`src/rtl/rmii_mac_tx.sv`:
```
`default_nettype none
// ============================================================================
//  Module   : rmii_mac_tx
//  Purpose  : RMII 100 Mb/s transmit framer (preamble/SFD, payload, pad,
//             CRC-32 FCS, inter-frame gap), one dibit per REF_CLK.
//  Revision : 1.0  initial release
// ============================================================================
module rmii_mac_tx #(
    parameter int IFG_BYTES = 12,
    parameter int MIN_FRAME = 60,
    parameter int PAD_EN    = 1,
    parameter int FCS_EN    = 1
) (
    input  logic       REF_CLK,
    input  logic       rst,
    input  logic [7:0] s_tdata,
    input  logic       s_tvalid,
    input  logic       s_tlast,
    output logic       s_tready,
    output logic       TX_EN,
    output logic       TXD0,
    output logic       TXD1,
    output logic       busy,
    output logic       underrun
);

    localparam logic [2:0] c_IDLE = 3'd0;
    localparam logic [2:0] c_PRE  = 3'd1;
    localparam logic [2:0] c_DATA = 3'd2;
    localparam logic [2:0] c_PAD  = 3'd3;
    localparam logic [2:0] c_FCS  = 3'd4;
    localparam logic [2:0] c_IFG  = 3'd5;

    localparam int c_IFG_CLKS = IFG_BYTES * 4;
    localparam int c_CNT_MAX  = (c_IFG_CLKS > 32) ? c_IFG_CLKS : 32;
    localparam int c_CNT_W    = $clog2(c_CNT_MAX);
    localparam int c_BYTE_W   = $clog2(MIN_FRAME + 1);

    localparam logic [c_CNT_W-1:0]  c_PRE_LAST  = c_CNT_W'(31);
    localparam logic [c_CNT_W-1:0]  c_BYTE_LAST = c_CNT_W'(3);
    localparam logic [c_CNT_W-1:0]  c_FCS_LAST  = c_CNT_W'(15);
    // The IDLE clock that follows IFG is also a silent wire clock, so IFG itself
    // runs one clock short; an aborted frame already lost its ready clock, so it
    // enters IFG one count further on.
    localparam logic [c_CNT_W-1:0]  c_IFG_LAST  = c_CNT_W'(c_IFG_CLKS - 2);
    localparam logic [c_CNT_W-1:0]  c_IFG_ABORT = c_CNT_W'(1);
    localparam logic [c_BYTE_W-1:0] c_MIN       = c_BYTE_W'(MIN_FRAME);
    localparam logic [31:0]         c_POLY      = 32'hEDB88320;

    logic [2:0]          state_q, state_d;
    logic [c_CNT_W-1:0]  cnt_q, cnt_d;
    logic [7:0]          shift_q, shift_d;
    logic                last_q, last_d;
    logic [c_BYTE_W-1:0] byte_cnt_q, byte_cnt_d;
    logic [31:0]         crc_q, crc_d;
    logic                tx_en_q, tx_en_d;
    logic [1:0]          txd_q, txd_d;
    logic                underrun_q, underrun_d;

    logic                w_ready;
    logic [c_BYTE_W-1:0] w_byte_inc;
    logic [2:0]          w_after;

    function automatic logic [31:0] crc_dibit(input logic [31:0] crc, input logic [1:0] d);
        logic [31:0] c;
        c = crc;
        for (int i = 0; i < 2; i++) begin
            if (c[0] ^ d[i]) c = (c >> 1) ^ c_POLY;
            else             c = c >> 1;
        end
        return c;
    endfunction

    assign w_ready = ((state_q == c_PRE)  && (cnt_q == c_PRE_LAST)) ||
                     ((state_q == c_DATA) && (cnt_q == c_BYTE_LAST) && !last_q);
    assign w_byte_inc = (byte_cnt_q == c_MIN) ? byte_cnt_q : byte_cnt_q + 1'b1;
    assign w_after = ((PAD_EN != 0) && (w_byte_inc < c_MIN)) ? c_PAD :
                     (FCS_EN != 0) ? c_FCS : c_IFG;

    always_comb begin
        state_d    = state_q;
        cnt_d      = cnt_q;
        shift_d    = shift_q;
        last_d     = last_q;
        byte_cnt_d = byte_cnt_q;
        crc_d      = crc_q;
        tx_en_d    = 1'b0;
        txd_d      = 2'b00;
        underrun_d = 1'b0;
        case (state_q)
            c_IDLE: begin
                cnt_d      = '0;
                byte_cnt_d = '0;
                if (s_tvalid) state_d = c_PRE;
            end
            c_PRE: begin
                tx_en_d    = 1'b1;
                txd_d      = (cnt_q == c_PRE_LAST) ? 2'b11 : 2'b01;
                crc_d      = 32'hFFFF_FFFF;
                byte_cnt_d = '0;
                cnt_d      = cnt_q + 1'b1;
                if (cnt_q == c_PRE_LAST) begin
                    cnt_d = '0;
                    if (s_tvalid) begin
                        shift_d = s_tdata;
                        last_d  = s_tlast;
                        state_d = c_DATA;
                    end else begin
                        tx_en_d    = 1'b0;
                        txd_d      = 2'b00;
                        underrun_d = 1'b1;
                        state_d    = c_IFG;
                        cnt_d      = c_IFG_ABORT;
                    end
                end
            end
            c_DATA: begin
                tx_en_d = 1'b1;
                txd_d   = shift_q[1:0];
                shift_d = shift_q >> 2;
                crc_d   = crc_dibit(crc_q, shift_q[1:0]);
                cnt_d   = cnt_q + 1'b1;
                if (cnt_q == c_BYTE_LAST) begin
                    byte_cnt_d = w_byte_inc;
                    cnt_d      = '0;
                    if (last_q) begin
                        state_d = w_after;
                    end else if (s_tvalid) begin
                        shift_d = s_tdata;
                        last_d  = s_tlast;
                    end else begin
                        tx_en_d    = 1'b0;
                        txd_d      = 2'b00;
                        underrun_d = 1'b1;
                        state_d    = c_IFG;
                        cnt_d      = c_IFG_ABORT;
                    end
                end
            end
            c_PAD: begin
                tx_en_d = 1'b1;
                crc_d   = crc_dibit(crc_q, 2'b00);
                cnt_d   = cnt_q + 1'b1;
                if (cnt_q == c_BYTE_LAST) begin
                    byte_cnt_d = w_byte_inc;
                    cnt_d      = '0;
                    state_d    = w_after;
                end
            end
            c_FCS: begin
                tx_en_d = 1'b1;
                txd_d   = ~crc_q[1:0];
                crc_d   = crc_q >> 2;
                cnt_d   = cnt_q + 1'b1;
                if (cnt_q == c_FCS_LAST) begin
                    cnt_d   = '0;
                    state_d = c_IFG;
                end
            end
            c_IFG: begin
                cnt_d = cnt_q + 1'b1;
                if (cnt_q == c_IFG_LAST) begin
                    cnt_d   = '0;
                    state_d = c_IDLE;
                end
            end
            default: state_d = c_IDLE;
        endcase
    end

    always_ff @(posedge REF_CLK) begin
        if (rst) begin
            state_q    <= c_IDLE;
            cnt_q      <= '0;
            shift_q    <= '0;
            last_q     <= 1'b0;
            byte_cnt_q <= '0;
            crc_q      <= '0;
            tx_en_q    <= 1'b0;
            txd_q      <= 2'b00;
            underrun_q <= 1'b0;
        end else begin
            state_q    <= state_d;
            cnt_q      <= cnt_d;
            shift_q    <= shift_d;
            last_q     <= last_d;
            byte_cnt_q <= byte_cnt_d;
            crc_q      <= crc_d;
            tx_en_q    <= tx_en_d;
            txd_q      <= txd_d;
            underrun_q <= underrun_d;
        end
    end

    assign s_tready = w_ready;
    assign TX_EN    = tx_en_q;
    assign TXD0     = txd_q[0];
    assign TXD1     = txd_q[1];
    assign busy     = (state_q != c_IDLE);
    assign underrun = underrun_q;

endmodule
`default_nettype wire
```
`config.mk`:
```
export PLATFORM = sky130hd
export DESIGN_NAME = rmii_mac_tx
export DESIGN_NICKNAME = d
export VERILOG_FILES = /design/src/rtl/rmii_mac_tx.sv
export SDC_FILE = /design/constraint.sdc
export NUM_CORES = 1
export LEC_CHECK = 0
export BUFFER_PORTS_ARGS = -buffer_cell sky130_fd_sc_hd__clkbuf_2
export CAP_MARGIN = 20
export CORE_MARGIN = 3
export CORE_UTILIZATION = 38
export DETAILED_ROUTE_END_ITERATION = 16
export PLACE_DENSITY = 0.66
export SYNTH_ARGS = -nofsm -noshare
export SYNTH_HDL_FRONTEND = slang
export SYNTH_SLANG_ARGS = --single-unit
```
`constraint.sdc`:
```
create_clock -name REF_CLK -period 2.02 [get_ports REF_CLK]
set_input_delay 0.101 -clock REF_CLK [delete_from_list [all_inputs] [get_ports REF_CLK]]
set_output_delay 0.101 -clock REF_CLK [all_outputs]
set_load 0.02 [all_outputs]
```
After elaboration in Yosys (flattened, before gate mapping)
Index checks and enable logic that the tools add are counted.

Flip-flop bits (word level): 60. Output and inout bits: 6. Word-level logic and storage cells: 113.

Add/sub/neg operators: 2. Magnitude comparators: 1. Equal/unequal tests: 19. Muxes and demuxes: 58. Bitwise gates (word level): 6. Reductions and logical operators: 18.

Operator list (count): 32-bit 2-to-1 mux (6); 32-bit one-hot mux with 4 select lines (1); 6-bit 2-to-1 mux (8); 13-bit inverter with 14-bit output (3); 8-bit 2-to-1 mux (5); 6-bit one-hot mux with 6 select lines (1); 3-bit 2-to-1 mux (10); 3-bit one-hot mux with 6 select lines (1); 8-bit one-hot mux with 2 select lines (1); 1-bit 2-to-1 mux (14); 6-bit by 1-bit adder with 6-bit output, second input constant (2); 6-bit equality test, second input constant (2); 2-bit 2-to-1 mux (6); 6-bit one-hot mux with 2 select lines (1); 2-bit inequality test, second input constant (5); 7-bit AND reduction (1); 3-bit by 2-bit equality test with 1-bit output, second input constant (2); 3-bit equality test, second input constant (2); 6-bit by 2-bit equality test with 1-bit output, second input constant (1); 6-bit by 4-bit equality test with 1-bit output, second input constant (1); 6-bit by 5-bit equality test with 1-bit output, second input constant (1); 6-bit < comparator, second input constant (1); 2-bit by 1-bit inequality test with 1-bit output, second input constant (3); 2-bit one-hot mux with 3 select lines (1); other kinds (18) (25).

Logic depth before layout (Yosys ltp)
Gate-level depths: netlist of run 1.

Depth after elaboration: 7. Gate-level depth with buffers: 7. Mapped depth without buffers: 7.

Worst setup path after synthesis of run 1
No wires, ideal clock.

Path kind: register -> register. Start: reg cnt_q[1]. End: reg shift_q[2]. Data arrival time: 2.006 ns. Data required time: 1.901 ns. Slack: -0.105 ns. Stages on the path, launching flop included: 7. Path buffers: 0. Cell sequence: dfxtp_1 ha_1 or4b_4 nor3_1 a22o_2 nand2_1 o221a_2.

Word-level cells in the longest chain between the ends: 3. Elaborated cells between the ends (all ways): 6. Classes of those cells: eq/ne (3); mux (2); reduce/logical (1).

Ends and longest elaborated chain: start, declared (line 51) `logic [c_CNT_W-1:0] cnt_q, cnt_d;`; start signal, assigned (line 184) `cnt_q <= cnt_d;`; 6-bit by 2-bit equality test with 1-bit output or 6-bit by 5-bit equality test with 1-bit output (tied branches) (line 123, 102); 8-bit 2-to-1 mux or 2-bit by 1-bit inequality test with 1-bit output (tied branches); 8-bit one-hot mux with 2 select lines or 3-bit AND reduction (tied branches); end signal, assigned (line 185) `shift_q <= shift_d;`; end, declared (line 52) `logic [7:0] shift_q, shift_d;`.

Several ways; a longest one is shown, not always the timed one. A chain may end at the register's enable or synchronous reset.

Worst setup path after layout of run 1
Start: reg cnt_q[1]. End: reg byte_cnt_q[4].

Word-level cells in the longest chain between the ends: 3.

Ends and longest elaborated chain: 6-bit by 2-bit equality test with 1-bit output (line 123, 144); 2-bit by 1-bit inequality test with 1-bit output (no line); 2-bit AND reduction (no line); end signal, assigned (line 187) `byte_cnt_q <= byte_cnt_d;`; end, declared (line 54) `logic [c_BYTE_W-1:0] byte_cnt_q, byte_cnt_d;`.

Every way passes these cells.

==> metrics.txt, run 1 <==
Final setup viols 0; drt via density 5.519; initial antenna violation count 0; post-layout minimum cycle time 1.975 ns; Synth async-reset ratio 0; first-pass GRT wire length 12610 um; main flop type after synthesis dfxtp_1; total die area 0.009086 mm2; synthesized cell area 0.003032 mm2; Critical path origin cnt_q[1]; register area share after synthesis 0.3962; Max Fclk 506.3 MHz; Post-layout nets 416; reg-to-reg critical path startpoint cnt_q[1]; Rows 31; syn avg cell area 8.375 um2; largest family of logic cells by synthesized area compound AO/OA/AOI/OAI gates; Core ar. 0.007486 mm2; Post-synth EDFFs 0; diode count 0; First DRT Iteration DRCs 177; final hold vios 0; critical path arrival 2.22 ns; clock skew 0.008724 ns; Worst Reg2Reg Path Length in Cells 6; H-Tree Level Count 3; startpoint class of the critical path register; Routed WL 7190 um; Core Util, Final 0.4852; Starting Density 0.4050; clock-pin slew on the worst setup and hold paths 0.06 ns; Mapped Cells 362; Worst Slack Setup Final 0.04487 ns; status completed; Slew Viols, Final 0; WL met1 3530 um; Worst Tran Pin Value 0.6410 ns; peak supply drop 0.7386 mV; CTS tree done; reg2reg end byte_cnt_q[4]; number of buffers created by CTS 9; Worst setup endpoint byte_cnt_q[4]; Cell variety after synth 59; Max-slew headroom 0.5727; Vias 2776; PD cells 1169 mW/mm2; area growth from synthesis to layout 19.81%; Antenna Nets Post-Route 0; RSZ-0062 raised after global routing yes; register-to-register setup slack 0.04 ns; #FFs+latches synth 60; critical path class register to register; gr usage total 0.1748; RePlAce Congestion 0.9347; Port Buf Inserts 17; Die X 95.32 um; Die Y 95.32 um; DP HPWL 4959 um; setup TNS 0 ns; crit-path max FO 6; leak pwr 1.345 nW; worst hold slack 0.02590 ns; Clk Latency, worst-skew pair 0.33 ns; simple-gate share of the synthesized area 0.1919; Ys Warns 0; clock tree root buffer cell clkbuf_8; Synth Area in XOR/XNOR 0.02889; post-route clock period utilization 0.9778; clk buf depth 2; ratio of cells with drive above 1 in the final layout 0.2277; Worst Setup End Kind register; met3 WL 268 um; drt wl/cell 14.29 um; Setup Slack @ Placement -0.01805 ns; post-synthesis mux area share 0.009905; WL met2 3259 um; maxcap violations 0; DR top layer met4; vias in the first global route 2676; clk sinks 60; CTS hold repair buffers 0; compound-gate portion of the synthesized area 0.2819; Synth Net Count 378; largest net degree at the start of global routing 41; DR pass1 iterations 5; num ports 18; # DRC 0; adder-cell share of the synthesized area 0.01651; worst min-delay path class input pin to register; Overflow after GRT 0; required time of the critical path 2.27 ns
==> metrics by stage <==
stage                     cells  instance area (um2)  total power, mW
after floorplan             362                 3047            2.667
after detailed placement    486                 3368            3.081
final                       503                 3632            4.247
after global placement      486                 3368            3.034
after global routing        503                 3632            4.565
after CTS                   502                 3583            4.245
==> repair_timing <==
item | CTS | global route
pin swaps | 4 | 5
cloned | 0 | 0
buffers inserted | 1 | 1
hold endpoints to repair | 0 | 0
setup endpoints to repair | 5 | 18
gates resized for setup | 3 | 12
==> layout make-up <==
class / count / area [um2]
tap: 99 / 123.9
clock buffer: 10 / 127.6
fill: 723 / 3854
timing repair buffer: 52 / 376.6
clock inverter: 5 / 77.57
multi-input combinational: 260 / 1657
sequential: 60 / 1206
inverter: 17 / 63.81
==> layer usage <==
metal	vias up	track usage
met5	-	0
met4	0	0.08053
met3	9	0.02762
met2	63	0.2758
met1	1301	0.2336
li1	1403	-
==> sequential cells by signal, indices dropped and copies added, names as in the netlist <==
signal and count:
byte_cnt_q 6, state_q 3, cnt_q 6, crc_q 32
underrun 1, last_q 1, txd_q 2, TX_EN 1
shift_q 8
==> synthesized netlist by cell type, drive strengths merged, types with 8 or more instances <==
library cell	instances	area [um2]
a2111oi	15	150.2
a211oi	12	90.09
a21oi	20	115.1
buf	8	73.82
clkbuf	16	80.08
dfxtp	60	1201
inv	17	63.81
nand2	21	78.83
nor2	66	247.7
nor3	9	45.04
o21ai	16	80.08
o22ai	14	87.58
xnor2	9	78.83
==> power by group <==
| part | total [mW] | leakage (nW) | switching [mW] | internal, mW |
|---|---|---|---|---|
| clock network | 1.15 | 0.102 | 0.463 | 0.684 |
| logic | 1.34 | 0.748 | 0.709 | 0.630 |
| registers | 1.76 | 0.494 | 0.252 | 1.51 |
==> worst min-delay path by stage <==
stage | from | endpoint | slack [ns] | cells past startpoint
floorplan | s_tlast | last_q | 0.25 | 2
global placement | s_tlast | last_q | 0.35 | 3
detailed placement | s_tlast | last_q | 0.36 | 3
CTS | s_tlast | last_q | 0.02 | 3
global route | s_tdata[0] | shift_q[0] | 0.02 | 2
finish | s_tlast | last_q | 0.03 | 3
==> cell families (layout without fill, tap and decap cells) <==
group | count (synthesis) | after routing
AOI/OAI and AO/OA | 116 | 116
adders and majority gates | 4 | 4
and+or+nand+nor | 127 | 127
xor gates and xnor gates | 10 | 10
DFF | 60 | 60
buffers and inverters | 42 | 84
muxes | 3 | 3
==> layout by cell type, fill, tap and decap left out, types with 12 or more instances in the layout <==
cell type,n
a2111oi_0,12
a211oi_1,12
a21oi_1,18
buf_4,32
clkbuf_2,16
dfxtp_1,56
inv_1,17
nand2_1,21
nor2_1,65
o21ai_0,15
o22ai_1,14
==> worst max-delay path, stage by stage (launching register included) <==
cell and delay, ns:
dfxtp_2 0.35, ha_4 0.13, or4b_4 0.51, or2_4 0.30, a21oi_4 0.25, a41oi_1 0.14
a211oi_1 0.21
No activity file was read; power rests on OpenSTA's default activity.
==> inputs of run 2 (changes only) <==
==> constraint.sdc (replaced) <==
create_clock -name REF_CLK -period 2.02 [get_ports REF_CLK]
set_input_delay 0.404 -clock REF_CLK [delete_from_list [all_inputs] [get_ports REF_CLK]]
set_output_delay 0.404 -clock REF_CLK [all_outputs]
set_load 0.02 [all_outputs]
==> run 2 against run 1 <==
  * The run now ends with setup timing left
  * Routed wire length grew 2.8%
  * Core utilization increased by 2.4 points
  * Register-to-register slack worse by 0.19 ns
  * Sequential share of layout area down 1.5 points
  * Sequential power barely moved
  * Clock skew rose by 0.0022 ns
  * Flip-flop and latch count unchanged
  * Cell area is 4.9% higher
  * Highest routed layer unchanged
  * Clock power grew 15%
  * Total power rose by 5.0%
  * Global-route usage increased by 0.21 points
==> metrics.txt, run 2 (synthesis gave the netlist of run 1 again) <==
status complete, but fails checks; failing checks setup timing; maxcap violations 0; largest net degree at the start of global routing 32; First DRT Iteration DRCs 261; first-pass GRT wire length 12790 um; Worst Tran Pin Value 0.5061 ns; startpoint class of the critical path register; largest reg by FF count crc_q; Setup Slack @ Placement -0.04145 ns; flip-flop count of the largest register after layout 32; DP HPWL 5053 um; Filler cells 677; Max Fclk 461.5 MHz; area growth from synthesis to layout 25.63%; post-route clock period utilization 1.073; Vias 2849; num ports 18; Worst Slack Setup Final -0.1468 ns; Max-slew headroom 0.6626; diode count 0; setup TNS -0.5331 ns; leak pwr 1.413 nW; clock skew 0.01092 ns; # DRC 0; most frequent cells in the layout nor2_1 (65), dfxtp_1 (56), buf_4 (35); CTS tree done; DR pass1 iterations 4; drt wl/cell 14.46 um; Final setup viols 10; Die X 95.32 um; clock-pin slew on the worst setup and hold paths 0.07 ns; PD cells 1171 mW/mm2; Overflow after GRT 0; clk sinks 60; crit-path max FO 7; total die area 0.009086 mm2; Hold Path Depth 2; Port Buf Inserts 17; final hold vios 0; clock tree root buffer cell clkbuf_8; Starting Density 0.4050; H-Tree Level Count 3; Antenna Nets Post-Route 0; worst min-delay path class input pin to register; Clk Latency, worst-skew pair 0.34 ns; Rows 31; Post-DP Area 0.003383 mm2; Final Cell Area 0.003809 mm2; Post-layout nets 423; Slew Viols, Final 0; vias in the first global route 2691; gr usage total 0.1769; most common cell after layout, fill and taps aside nor2_1; Routed WL 7391 um; critical path class register to register; Worst Reg2Reg Path Length in Cells 7; Core ar. 0.007486 mm2; CTS hold repair buffers 0; critical path arrival 2.41 ns; Worst Setup End Kind register; post-layout minimum cycle time 2.167 ns; initial antenna violation count 0; RSZ-0062 raised after global routing yes; number of buffers created by CTS 9; required time of the critical path 2.26 ns; clk buf depth 2; drt via density 5.575; biggest regs crc_q: 32 flops, shift_q: 8 flops; RePlAce Congestion 0.9004; peak supply drop 0.6750 mV; Die Y 95.32 um; ratio of cells with drive above 1 in the final layout 0.2621
-- run 2: changes by cell type in the layout (fill, tap and decap cells not counted), moves of 3 or more --
cell      delta
a211oi_1     -3
o21ai_0      -3
buf_6        +4
buf_4        +3
a211oi_2     +3
-- run 2: metal layers --
metal | track usage | part of all wire | vias up
met5 | 0 | 0 | -
met2 | 0.2781 | 0.45 | 78
met4 | 0.06611 | 0.017 | 0
met3 | 0.03552 | 0.045 | 12
li1 | - | - | 1421
met1 | 0.2390 | 0.48 | 1338
-- run 2: layout make-up --
cell class / instances / area, um2 / share of cell area
multi-input cells: 260 / 1722 / 0.4520
repair buffers: 59 / 454.2 / 0.1193
inverters: 17 / 63.81 / 0.01675
clock buffers: 10 / 127.6 / 0.03351
clock inverters: 6 / 111.4 / 0.02924
well taps: 99 / 123.9 / 0.03252
flip-flops and latches: 60 / 1206 / 0.3167
-- run 2: critical path, cell delays in order (launching register included) --
cell      delay [ns]
dfxtp_2         0.36
ha_4            0.13
or4b_4          0.49
buf_6           0.15
or2_4           0.28
a21oi_4         0.28
a41oi_2         0.15
a211oi_1        0.23
-- run 2: path summary, 6_finish.rpt --
kind,startpoint,endpoint,slack [ns]
max,cnt_q[1],byte_cnt_q[5],-0.15
min,s_tdata[2],shift_q[2],0.33
max reg2reg,cnt_q[1],byte_cnt_q[5],-0.15
min reg2reg,crc_q[21],crc_q[19],0.48
-- run 2: through the flow --
step / hold slack (ns) / util / power (mW) / instances
2_1_floorplan: 0.4495 / - / 2.667 / 362
3_3_place_gp: 0.4636 / 0.4519 / 3.042 / 488
3_5_place_dp: 0.4757 / 0.4519 / 3.095 / 488
4_1_cts: 0.3106 / 0.4947 / 4.443 / 507
5_1_grt: 0.3242 / 0.5088 / 4.761 / 511
6_report: 0.3279 / 0.5088 / 4.458 / 511
-- run 2: what timing repair did --
action	in CTS	in global routing
gates cloned	0	0
gates resized for setup	15	20
pin swaps	16	21
setup buffers	3	6
setup endpoints to repair	7	30
-- run 2: power breakdown --
group          leakage, nW  switching, mW  internal [mW]
combinational        0.801          0.737          0.633
clock                0.117          0.501          0.822
sequential           0.495          0.257           1.51
total                 1.41           1.49           2.96
